--- src/rtl/resize_unpack_pkg.sv ---
// rtl/resize_unpack_pkg.sv - shared state encoding and packed-word layout constants for resize_unpack
package resize_unpack_pkg;

  typedef enum logic {
    IDLE = 1'b0,
    EMIT = 1'b1
  } state_t;

  localparam int FIELD_W    = 6;
  localparam int NUM_FIELDS = 12;
  localparam int SIGN_BASE  = 12;

  // Only the sign bits and the twelve fields are held; upper input bits are don't-care.
  localparam int HOLD_W = SIGN_BASE + FIELD_W * NUM_FIELDS;

  localparam logic [3:0] LAST_IDX = 4'(NUM_FIELDS - 1);

endpackage

--- src/rtl/resize_unpack_ext.sv ---
// rtl/resize_unpack_ext.sv - extends one 6-bit field to OUT_W bits and flags a disagreeing transmitted sign bit
module resize_unpack_ext
  import resize_unpack_pkg::*;
#(
  parameter int OUT_W = 16
) (
  input  logic [FIELD_W-1:0] field,
  input  logic               is_signed,
  input  logic               sign_bit,
  output logic [OUT_W-1:0]   value,
  output logic               mismatch
);

  // The fill bit doubles as the expected sign: field msb when signed, zero otherwise.
  logic fill_bit;

  assign fill_bit = is_signed & field[FIELD_W-1];
  assign value    = {{(OUT_W - FIELD_W){fill_bit}}, field};
  assign mismatch = sign_bit ^ fill_bit;

endmodule

--- src/rtl/resize_unpack.sv ---
// rtl/resize_unpack.sv - unpacks twelve 6-bit fields per word into OUT_W results; RESIZE_UNPACK_ERRCNT_EN adds err_count
module resize_unpack
  import resize_unpack_pkg::*;
#(
  parameter int                    OUT_W       = 16,
  parameter logic [NUM_FIELDS-1:0] SIGNED_MASK = 12'h0F0
) (
  input  logic             clk,
  input  logic             rst,
  input  logic             in_valid,
  output logic             in_ready,
  input  logic [127:0]     in_data,
  output logic             out_valid,
  input  logic             out_ready,
  output logic [3:0]       out_idx,
  output logic [OUT_W-1:0] out_value,
  output logic             out_mismatch
`ifdef RESIZE_UNPACK_ERRCNT_EN
  ,
  output logic [7:0]       err_count
`endif
);

  localparam logic [15:0] MASK16 = 16'(SIGNED_MASK);

  state_t              state;
  state_t              state_nx;
  logic [HOLD_W-1:0]   hold;
  logic [3:0]          idx;
  logic                accept;
  logic                out_hs;
  logic                last;
  logic [FIELD_W-1:0]  fields [16];
  logic                unused_hi;

  assign unused_hi = ^in_data[127:HOLD_W];

  assign last   = (idx == LAST_IDX);
  assign accept = in_valid & in_ready;
  assign out_hs = out_valid & out_ready;

  always_ff @(posedge clk or posedge rst) begin
    if (rst) begin
      state <= IDLE;
    end else begin
      state <= state_nx;
    end
  end

  always_comb begin
    state_nx = state;
    case (state)
      IDLE: begin
        if (accept) state_nx = EMIT;
      end
      EMIT: begin
        if (out_hs && last) state_nx = accept ? EMIT : IDLE;
      end
      default: state_nx = IDLE;
    endcase
  end

  // Accepting on the final handshake keeps the output stream bubble-free across words.
  always_comb begin
    in_ready  = 1'b0;
    out_valid = 1'b0;
    case (state)
      IDLE: in_ready = 1'b1;
      EMIT: begin
        out_valid = 1'b1;
        in_ready  = last & out_ready;
      end
      default: begin
        in_ready  = 1'b0;
        out_valid = 1'b0;
      end
    endcase
  end

  always_ff @(posedge clk or posedge rst) begin
    if (rst) begin
      hold <= '0;
    end else if (accept) begin
      hold <= in_data[HOLD_W-1:0];
    end
  end

  always_ff @(posedge clk or posedge rst) begin
    if (rst) begin
      idx <= 4'd0;
    end else if (accept) begin
      idx <= 4'd0;
    end else if (out_hs) begin
      idx <= last ? 4'd0 : idx + 4'd1;
    end
  end

  // Padded to 16 entries so the 4-bit index never selects outside the table.
  always_comb begin
    for (int i = 0; i < 16; i++) begin
      fields[i] = '0;
    end
    for (int k = 0; k < NUM_FIELDS; k++) begin
      fields[k] = hold[SIGN_BASE + FIELD_W * k +: FIELD_W];
    end
  end

  resize_unpack_ext #(
    .OUT_W (OUT_W)
  ) u_ext (
    .field     (fields[idx]),
    .is_signed (MASK16[idx]),
    .sign_bit  (hold[idx]),
    .value     (out_value),
    .mismatch  (out_mismatch)
  );

  assign out_idx = idx;

`ifdef RESIZE_UNPACK_ERRCNT_EN
  always_ff @(posedge clk or posedge rst) begin
    if (rst) begin
      err_count <= 8'd0;
    end else if (out_hs && out_mismatch && (err_count != 8'hFF)) begin
      err_count <= err_count + 8'd1;
    end
  end
`endif

endmodule

--- config.mk ---
export PLATFORM = sky130hd
export DESIGN_NAME = resize_unpack
export DESIGN_NICKNAME = d
export VERILOG_FILES = /design/src/rtl/resize_unpack_pkg.sv /design/src/rtl/resize_unpack_ext.sv /design/src/rtl/resize_unpack.sv
export SDC_FILE = /design/constraint.sdc
export NUM_CORES = 1
export LEC_CHECK = 0
export ABC_AREA = 1
export ABC_CLOCK_PERIOD_IN_PS = 2700
export CAP_MARGIN = 15
export CORE_MARGIN = 1
export CORE_UTILIZATION = 41
export CTS_CLUSTER_DIAMETER = 120
export DETAILED_ROUTE_END_ITERATION = 10
export PLACE_DENSITY = 0.77
export REMOVE_ABC_BUFFERS = 1
export SLEW_MARGIN = 20
export SYNTH_ARGS = -nofsm -noshare
export SYNTH_HDL_FRONTEND = slang
export SYNTH_SLANG_ARGS = --single-unit
--- constraint.sdc ---
create_clock -name clk -period 2.7 [get_ports clk]
set_clock_uncertainty 0.2 [all_clocks]
set_input_delay 0.405 -clock clk [delete_from_list [all_inputs] [get_ports clk]]
set_output_delay 0.405 -clock clk [all_outputs]
set_load 0.01 [all_outputs]
Word level (Yosys, flattened, before mapping)

Memories as Yosys holds them, arrays and structs flattened.
Cells that the tools add are included.
Widths: inputs -> output; s select.

Bits in registers: 89
ROM bits: 16
Input port bits: 132
Output and inout port bits: 23
Word-level logic and storage cells: 32
Memories kept: 1

Add/sub/neg operators: 1
$lt $le $gt $ge: 3
Eq/ne operators: 1
Multiplexer cells: 14
Bitwise gates (word level): 7
Reductions and logical operators: 2

Memory list:

| name            | words | width | rd ports | clocked after Yosys merged registers in | wr ports | RTL line             | text |
|---|---|---|---|---|---|---|---|
| (no name shown) | 16    | 1     | 1        | 0                                       | 0        | resize_unpack.sv:112 | `.is_signed (MASK16[idx]),` |

Operator list:

| cell                | count |
|---|---|
| $bmux 6 s4          | 1 |
| $mux 4              | 3 |
| $mux 6              | 2 |
| $lt 4x8->1 const B  | 1 |
| $ge 5x5->1 const B  | 1 |
| $lt 4x5->1 const B  | 1 |
| $mux 1              | 5 |
| $not 4->5           | 1 |
| $add 4x1->4 const B | 1 |
| $and 1x1->1         | 4 |
| $bmux 1 s4          | 1 |
| $eq 4x4->1 const B  | 1 |
| $pmux 1 s2          | 2 |
| $reduce_bool 2->1   | 1 |
| $logic_and 1x1->1   | 1 |
| $not 1->1           | 1 |
| $xor 1x1->1         | 1 |

Longest topological paths before layout

Gate-level depths: netlist (run 1).

Depth in word-level cells: 7
Mapped depth: 10
Depth with buffers taken out: 9

Cells and area by module

Synthesis (run 1) repeated with hierarchy kept, for this count alone.

Cell total of the unflattened synthesis: 642
Area, all modules: 4667.0 um^2

By module, submodules not included:

| module            | times used | cells an instance | area each (um^2) | seq. area each (um^2) |
|---|---|---|---|---|
| resize_unpack     | 1          | 620               | 4523.1           | 2227.1 |
| resize_unpack_ext | 1          | 22                | 143.9            | 0.0 |

Worst setup path after synthesis (run 1)

Ideal clock, no wire load.

Path kind: flip-flop to output port
Start point: reg idx[0] (netlist: out_idx[0])
End point: out out_value[10]
Arrival: 1.474 ns
Required time: 2.095 ns
Path slack: 0.621 ns
Stages on the path, launching flop included: 9
Buffers on the path: 3
Cells stage by stage: dfrtp_1 buf_2 buf_2 o21ai_0 nand2_1 nand2_1 nand3_1 inv_1 buf_4

Word-level cells in the longest chain between the ends: 5
Elaborated cells on any way between the ends: 7
Those cells by class: 4 x mux; 2 x bitwise; 1 x memory

RTL lines:

| element                                    | RTL line                | text |
|---|---|---|
| start, declared                            | resize_unpack.sv:29     | `logic [3:0] idx;` |
| start signal, assigned                     | resize_unpack.sv:94     | `idx <= last ? 4'd0 : idx + 4'd1;` |
| $not 4->5 (not written as such)            | resize_unpack.sv:111    | `.field (fields[idx]),` |
| $bmux 6 s4                                 | resize_unpack.sv:111    |  |
| $mux 6 (not written as such) (2 in series) | resize_unpack.sv:111    |  |
| $and 1x1->1 (*)                            | resize_unpack_ext.sv:17 | `assign fill_bit = is_signed & field[FIELD_W-1];` |
| end, declared                              | resize_unpack.sv:16     | `output logic [OUT_W-1:0] out_value,` |

Mark *: on every way between the ends. The rest lies on a longest branch, timed or not. The select of a mux whose other input is x is not followed.

Final worst setup path (run 1)

Start point: reg idx[0] (netlist: out_idx[0])
End point: out out_mismatch

Word-level cells in the longest chain between the ends: 6
Elaborated cells on any way between the ends: 10
Those cells by class: 6 x mux; 3 x bitwise; 1 x memory

RTL lines:

| element                                    | RTL line                | text |
|---|---|---|
| $not 4->5 (not written as such)            | resize_unpack.sv:111    |  |
| $bmux 6 s4                                 | resize_unpack.sv:111    |  |
| $mux 6 (not written as such) (2 in series) | resize_unpack.sv:111    |  |
| $and 1x1->1                                | resize_unpack_ext.sv:17 |  |
| $xor 1x1->1 (*)                            | resize_unpack_ext.sv:19 | `assign mismatch = sign_bit ^ fill_bit;` |
| end, declared                              | resize_unpack.sv:17     | `output logic out_mismatch` |

Marks and branches as above.

==> flow_metrics.env, run 1 <==
export IMPL_critPathLaunchType="register"
export IMPL_grt_pass1_wl_um=19000
export IMPL_path_class="reg -> out"
export IMPL_final_core_util=0.566
export IMPL_core_area_um2=10400
export IMPL_fillers=982
export IMPL_io_buffers=110
export IMPL_vias=4102
export IMPL_totalWireLength_um=11500
export IMPL_grt_use_total=0.217
export IMPL_tritoncts="yes"
export IMPL_fin_area_um2=5900
export IMPL_nets=795
export IMPL_hold_class="in -> async"
export IMPL_syn_area_per_cell_um2=7.79
export IMPL_rows=37
export IMPL_syn2layout_area_growth_pct=32.8
export IMPL_p_total_mw=6.13
export IMPL_drc=0
export IMPL_period_share=0.938
export IMPL_grt_pass1_vias=4090
export IMPL_antenna_found_initial=0
export IMPL_tightest_slew_ns=0.450
export IMPL_period_minus_slack_ns=2.53
export IMPL_dieArea_um2=11300
export IMPL_fmax_mhz=395
export IMPL_ys_ff_latch=89
export IMPL_initial_utilization=0.426
export IMPL_die_x_um=106
export IMPL_hold_viol=0
export IMPL_final_max_slew_viol_count=0
export IMPL_ctsHoldBuffers=0
export IMPL_diodes=0
export IMPL_p_per_area_nw_per_um2=1040
export IMPL_antenna_left=0
export IMPL_netlist_area_um2=4440
export IMPL_gp_congestion=0.771
export IMPL_rsz0062_at_grt="false"
export IMPL_die_y_um=106
export IMPL_crit_required_ns=2.10
export IMPL_drtIter0Drc=181
export IMPL_ys_types=23
export IMPL_worstPathArrival_ns=1.93
export IMPL_grt_overflow_total=0
export IMPL_netlist_instances=570
export IMPL_grt_max_degree=65
export IMPL_regArea_um2=2230
export IMPL_cts_root_buf="clkbuf_8"
export IMPL_worstSkewPairLatency_ns=0.35
export IMPL_cts_made_buffers=9
export IMPL_setup_viol=0
export IMPL_dr_pass1_iters=4
export IMPL_slew_headroom=0.697
export IMPL_avgRoutedWirePerCell_um=14.3
export IMPL_clkSinkCount=89
export IMPL_most_common_layout_cells="176 x nand2_1, 92 x nand3_1, 91 x clkdlybuf4s50_1"
export IMPL_dp_hpwl_um=7970
export IMPL_multi_input_area_um2=1820
export IMPL_crit_path_end_kind="primary output"
export IMPL_ioPinCount=155
export IMPL_yosysWarnings=0
export IMPL_ys_seq_area_frac=0.501
export IMPL_final_common_cell="nand2_1"
export IMPL_leakage_nw=2.96
export IMPL_placed_area_um2=5620
export IMPL_peakVddDrop_mv=0.589
export IMPL_viasPerCell=5.11
export IMPL_htree_levels=3
export IMPL_path_max_fanout=24
export IMPL_clk_pin_slew_ns=0.09
export IMPL_clockBufferDepth=2
export IMPL_status="finished, final reports clean"
export IMPL_cap_violations=0
export IMPL_drive_gt1_frac=0.0765
export IMPL_whs_ns=0.0848
## Yosys cell counts
cell type | count | area share
nand3_1 | 92 | 0.10
o22ai_1 | 7 | 0.0099
nor2_8 | 1 | 0.0045
nand2_1 | 176 | 0.15
nand3_2 | 1 | 0.0023
buf_6 | 3 | 0.0076
ha_1 | 1 | 0.0028
inv_1 | 30 | 0.025
buf_2 | 17 | 0.019
clkinv_1 | 1 | 0.00084
nand4_1 | 3 | 0.0042
xnor2_1 | 1 | 0.0020
dfrtp_1 | 89 | 0.50
nand2_4 | 2 | 0.0051
o211ai_1 | 14 | 0.024
o31ai_1 | 1 | 0.0017
buf_1 | 2 | 0.0017
buf_4 | 11 | 0.019
nor2_1 | 38 | 0.032
o21ai_0 | 29 | 0.033
a21oi_1 | 32 | 0.036
inv_2 | 2 | 0.0017
clkbuf_1 | 17 | 0.014
## what timing repair did
action | CTS | global route
gates cloned | 1 | 0
gates resized for setup | 20 | 9
endpoints found under the setup margin | 18 | 6
hold endpoints to repair | 0 | 0
buffers inserted | 0 | 1
## area by class of cell
cell class,count,share of cell area
Clock buffer,11,0.0240
Clock inverter,5,0.0174
Inverter,33,0.0223
Multi-Input combinational cell,398,0.309
Sequential cell,89,0.378
Tap cell,136,0.0288
Timing Repair Buffer,131,0.221
## power breakdown
group | total, mW | internal [mW] | switching (mW)
Clock | 1.11 | 0.639 | 0.469
Sequential | 2.33 | 2.00 | 0.329
Combinational | 2.69 | 1.16 | 1.54
## registers in the layout (all words and copies together), names as in the netlist
register  flops
hold         84
out_idx       4
state         1
## final timing paths
path | from | slack [ns] | cells past startpoint | end
worst min register to register | hold[17]$_DFFE_PP0P_ | 0.27 | 2 | hold[17]$_DFFE_PP0P_
worst max register to register | out_idx[0]$_DFFE_PP0P_ | 0.35 | 10 | hold[14]$_DFFE_PP0P_
worst max-delay path | out_idx[0]$_DFFE_PP0P_ | 0.17 | 10 | out_mismatch
worst min-delay path | rst | 0.08 | 2 | hold[35]$_DFFE_PP0P_
min in group clk | hold[17]$_DFFE_PP0P_ | 0.27 | 2 | hold[17]$_DFFE_PP0P_
max in group asynchronous | rst | 1.52 | 3 | hold[81]$_DFFE_PP0P_
## worst max-delay path, stage by stage (launching register included)
cell and delay (ns):
dfrtp_2 0.44, buf_4 0.15, inv_6 0.16, nand2_1 0.10, nand3_1 0.09, nand3_1 0.10
nand2_1 0.07, inv_1 0.04, nand3_1 0.06, nand2_1 0.07, dlygate4sd2_1 0.29
## through the flow
stage          TNS (ns)  instances  worst slack, ns
6_report              0        803            0.167
3_3_place_gp          0        785            0.155
4_1_cts          -0.106        802           -0.106
2_1_floorplan    -61.96        520           -0.527
3_5_place_dp          0        785            0.164
5_1_grt               0        803           0.0355
## per-layer routing
layer | share of wire | track usage
met1 | 0.45 | 0.290
met2 | 0.47 | 0.351
met3 | 0.058 | 0.0343
met4 | 0.019 | 0.0933
met5 | 0 | 0
## logic make-up after synthesis
family | synth area share
AO/OA/AOI/OAI | 0.104
flip-flops | 0.501
AND/OR/NAND/NOR | 0.301
adder cells (fa/ha/maj) | 0.00282
XOR/XNOR | 0.00197
buffers and inverters | 0.0893
Note: power is estimated with default switching activity, not from simulation.
==> inputs of run 2 (changes only) <==
Settings changed: SETUP_SLACK_MARGIN from default to 0.5.
==> flow_metrics.env, run 2 (synthesized netlist as in run 1, its figures left out) <==
export IMPL_whs_ns=0.0797
export IMPL_totalWireLength_um=12200
export IMPL_drc=0
export IMPL_grt_pass1_vias=4162
export IMPL_hold_viol=0
export IMPL_status="finished, final reports clean"
export IMPL_final_max_slew_viol_count=0
export IMPL_path_max_fanout=5
export IMPL_p_per_area_nw_per_um2=1050
export IMPL_antenna_left=0
export IMPL_clk_pin_slew_ns=0.09
export IMPL_drtIter0Drc=178
export IMPL_critPathLaunchType="register"
export IMPL_clockBufferDepth=2
export IMPL_crit_path_end_kind="primary output"
export IMPL_worstPathArrival_ns=1.84
export IMPL_ctsHoldBuffers=0
export IMPL_htree_levels=3
export IMPL_cap_violations=0
export IMPL_path_class="reg -> out"
export IMPL_die_y_um=106
export IMPL_hold_class="in -> async"
export IMPL_dr_pass1_iters=5
export IMPL_viasPerCell=5.16
export IMPL_gp_congestion=0.771
export IMPL_regMostFlops="hold"
export IMPL_instances_no_fill=813
export IMPL_rows=37
export IMPL_most_common_layout_cells="171 x nand2_1, 90 x clkdlybuf4s50_1, 87 x nand3_1, 87 x dfrtp_1, 38 x nor2_1"
export IMPL_core_area_um2=10400
export IMPL_diodes=0
export IMPL_tritoncts="yes"
export IMPL_max_stage_delay_ns=0.42
export IMPL_dp_cells=785
export IMPL_setup_viol=0
export IMPL_cts_root_buf="clkbuf_8"
export IMPL_die_x_um=106
export IMPL_grt_max_degree=65
export IMPL_antenna_found_initial=0
export IMPL_vias=4199
export IMPL_leakage_nw=2.99
export IMPL_ioPinCount=155
export IMPL_fin_tns_setup_ns=0
export IMPL_rrSetupSlack_ns=0.55
export IMPL_peakVddDrop_mv=0.569
export IMPL_critPathTopFamily="buffers and inverters"
export IMPL_initial_utilization=0.426
export IMPL_largest_reg_flops=84
export IMPL_grt_pass1_wl_um=19200
export IMPL_path_cells="buf_6, buf_4, buf_4, o211ai_1, nand3_1, nand3_1, nand2_1, buf_2"
export IMPL_clkSinkCount=89
export IMPL_dp_hpwl_um=7970
export IMPL_worstSkewPairLatency_ns=0.36
export IMPL_dieArea_um2=11300
export IMPL_final_common_cell="nand2_1"
export IMPL_tightest_slew_ns=0.439
export IMPL_crit_required_ns=2.10
export IMPL_drive_gt1_frac=0.134
export IMPL_period_minus_slack_ns=2.45
export IMPL_cts_made_buffers=9
export IMPL_grt_use_total=0.220
export IMPL_nets=805
export IMPL_slew_headroom=0.704
export IMPL_critPathBufInv=4
export IMPL_io_buffers=110
export IMPL_rsz0062_at_grt="true"
export IMPL_syn2layout_area_growth_pct=37.5
export IMPL_fmax_mhz=408
export IMPL_avgRoutedWirePerCell_um=15.0
export IMPL_period_share=0.907
export IMPL_grt_overflow_total=0
export IMPL_cp_slowest_cell="dfrtp_2"
run 2: cell types whose count changed in the layout (fill, tap and decap cells not counted), sizes merged:
cell	before	now
clkinv	3	4
inv	31	30
dlymetal6s2s	4	0
buf	21	46
dlygate4sd2	12	2
clkinvlp	1	2
bufbuf	1	0
clkdlybuf4s50	91	90
run 2: per-layer routing:
layer,vias to the layer above,GRT usage,part of all wire
li1,2062,-,-
met1,1967,0.288,0.44
met2,153,0.355,0.49
met3,17,0.0460,0.058
met4,0,0.0913,0.016
met5,-,0,0
run 2: worst register-to-register path, cell delays in order, from the launching register on:
cell,delay (ns)
dfrtp_2,0.38
buf_6,0.15
buf_12,0.17
ha_2,0.23
nand3_2,0.10
nand2_4,0.14
buf_12,0.16
nand2_4,0.11
buf_16,0.20
nand3_1,0.09
o21ai_0,0.09
run 2: final timing paths:
| kind | from | to | cells after the start |
|---|---|---|---|
| setup / recovery | out_idx[0]$_DFFE_PP0P_ | out_value[0] | 8 |
| hold / removal | rst | hold[35]$_DFFE_PP0P_ | 2 |
| setup reg to reg | out_idx[0]$_DFFE_PP0P_ | out_idx[1]$_DFFE_PP0P_ | 10 |
| hold reg to reg | hold[76]$_DFFE_PP0P_ | hold[76]$_DFFE_PP0P_ | 2 |
| max in group asynchronous | rst | hold[81]$_DFFE_PP0P_ | 3 |
| min in group clk | hold[76]$_DFFE_PP0P_ | hold[76]$_DFFE_PP0P_ | 2 |
run 2: per-stage QoR:
step,instance area [um^2],setup slack (ns),utilization,power [mW]
finish,6110,0.251,0.586,6.39
global route,6110,0.167,0.586,6.88
CTS,5970,0.307,0.573,6.28
detailed placement,5620,0.164,0.539,5.09
global placement,5620,0.155,0.539,4.99
floorplan,4170,-0.527,-,3.86
run 2: what timing repair did:
action,CTS,global route
gates resized for setup,111,17
cloned,3,2
buffers inserted,4,3
pin swaps,19,12
endpoints found under the setup margin,104,99
run 2: report_power, final:
part | total, mW | switching [mW] | leakage (nW) | internal (mW)
clock | 1.12 | 0.483 | 0.120 | 0.639
sequential | 2.34 | 0.340 | 1.07 | 2.00
combinational | 2.92 | 1.66 | 1.80 | 1.26
total | 6.39 | 2.48 | 2.99 | 3.90
run 2: cell type report:
cell class | instances | area, um^2
flip-flops and latches | 89 | 2230
inverters | 33 | 141
repair inverters | 1 | 7.51
clock buffers | 11 | 141
clock inverters | 5 | 103
fillers | 956 | 4310
repair buffers | 140 | 1430
well taps | 136 | 170
multi-input cells | 398 | 1880
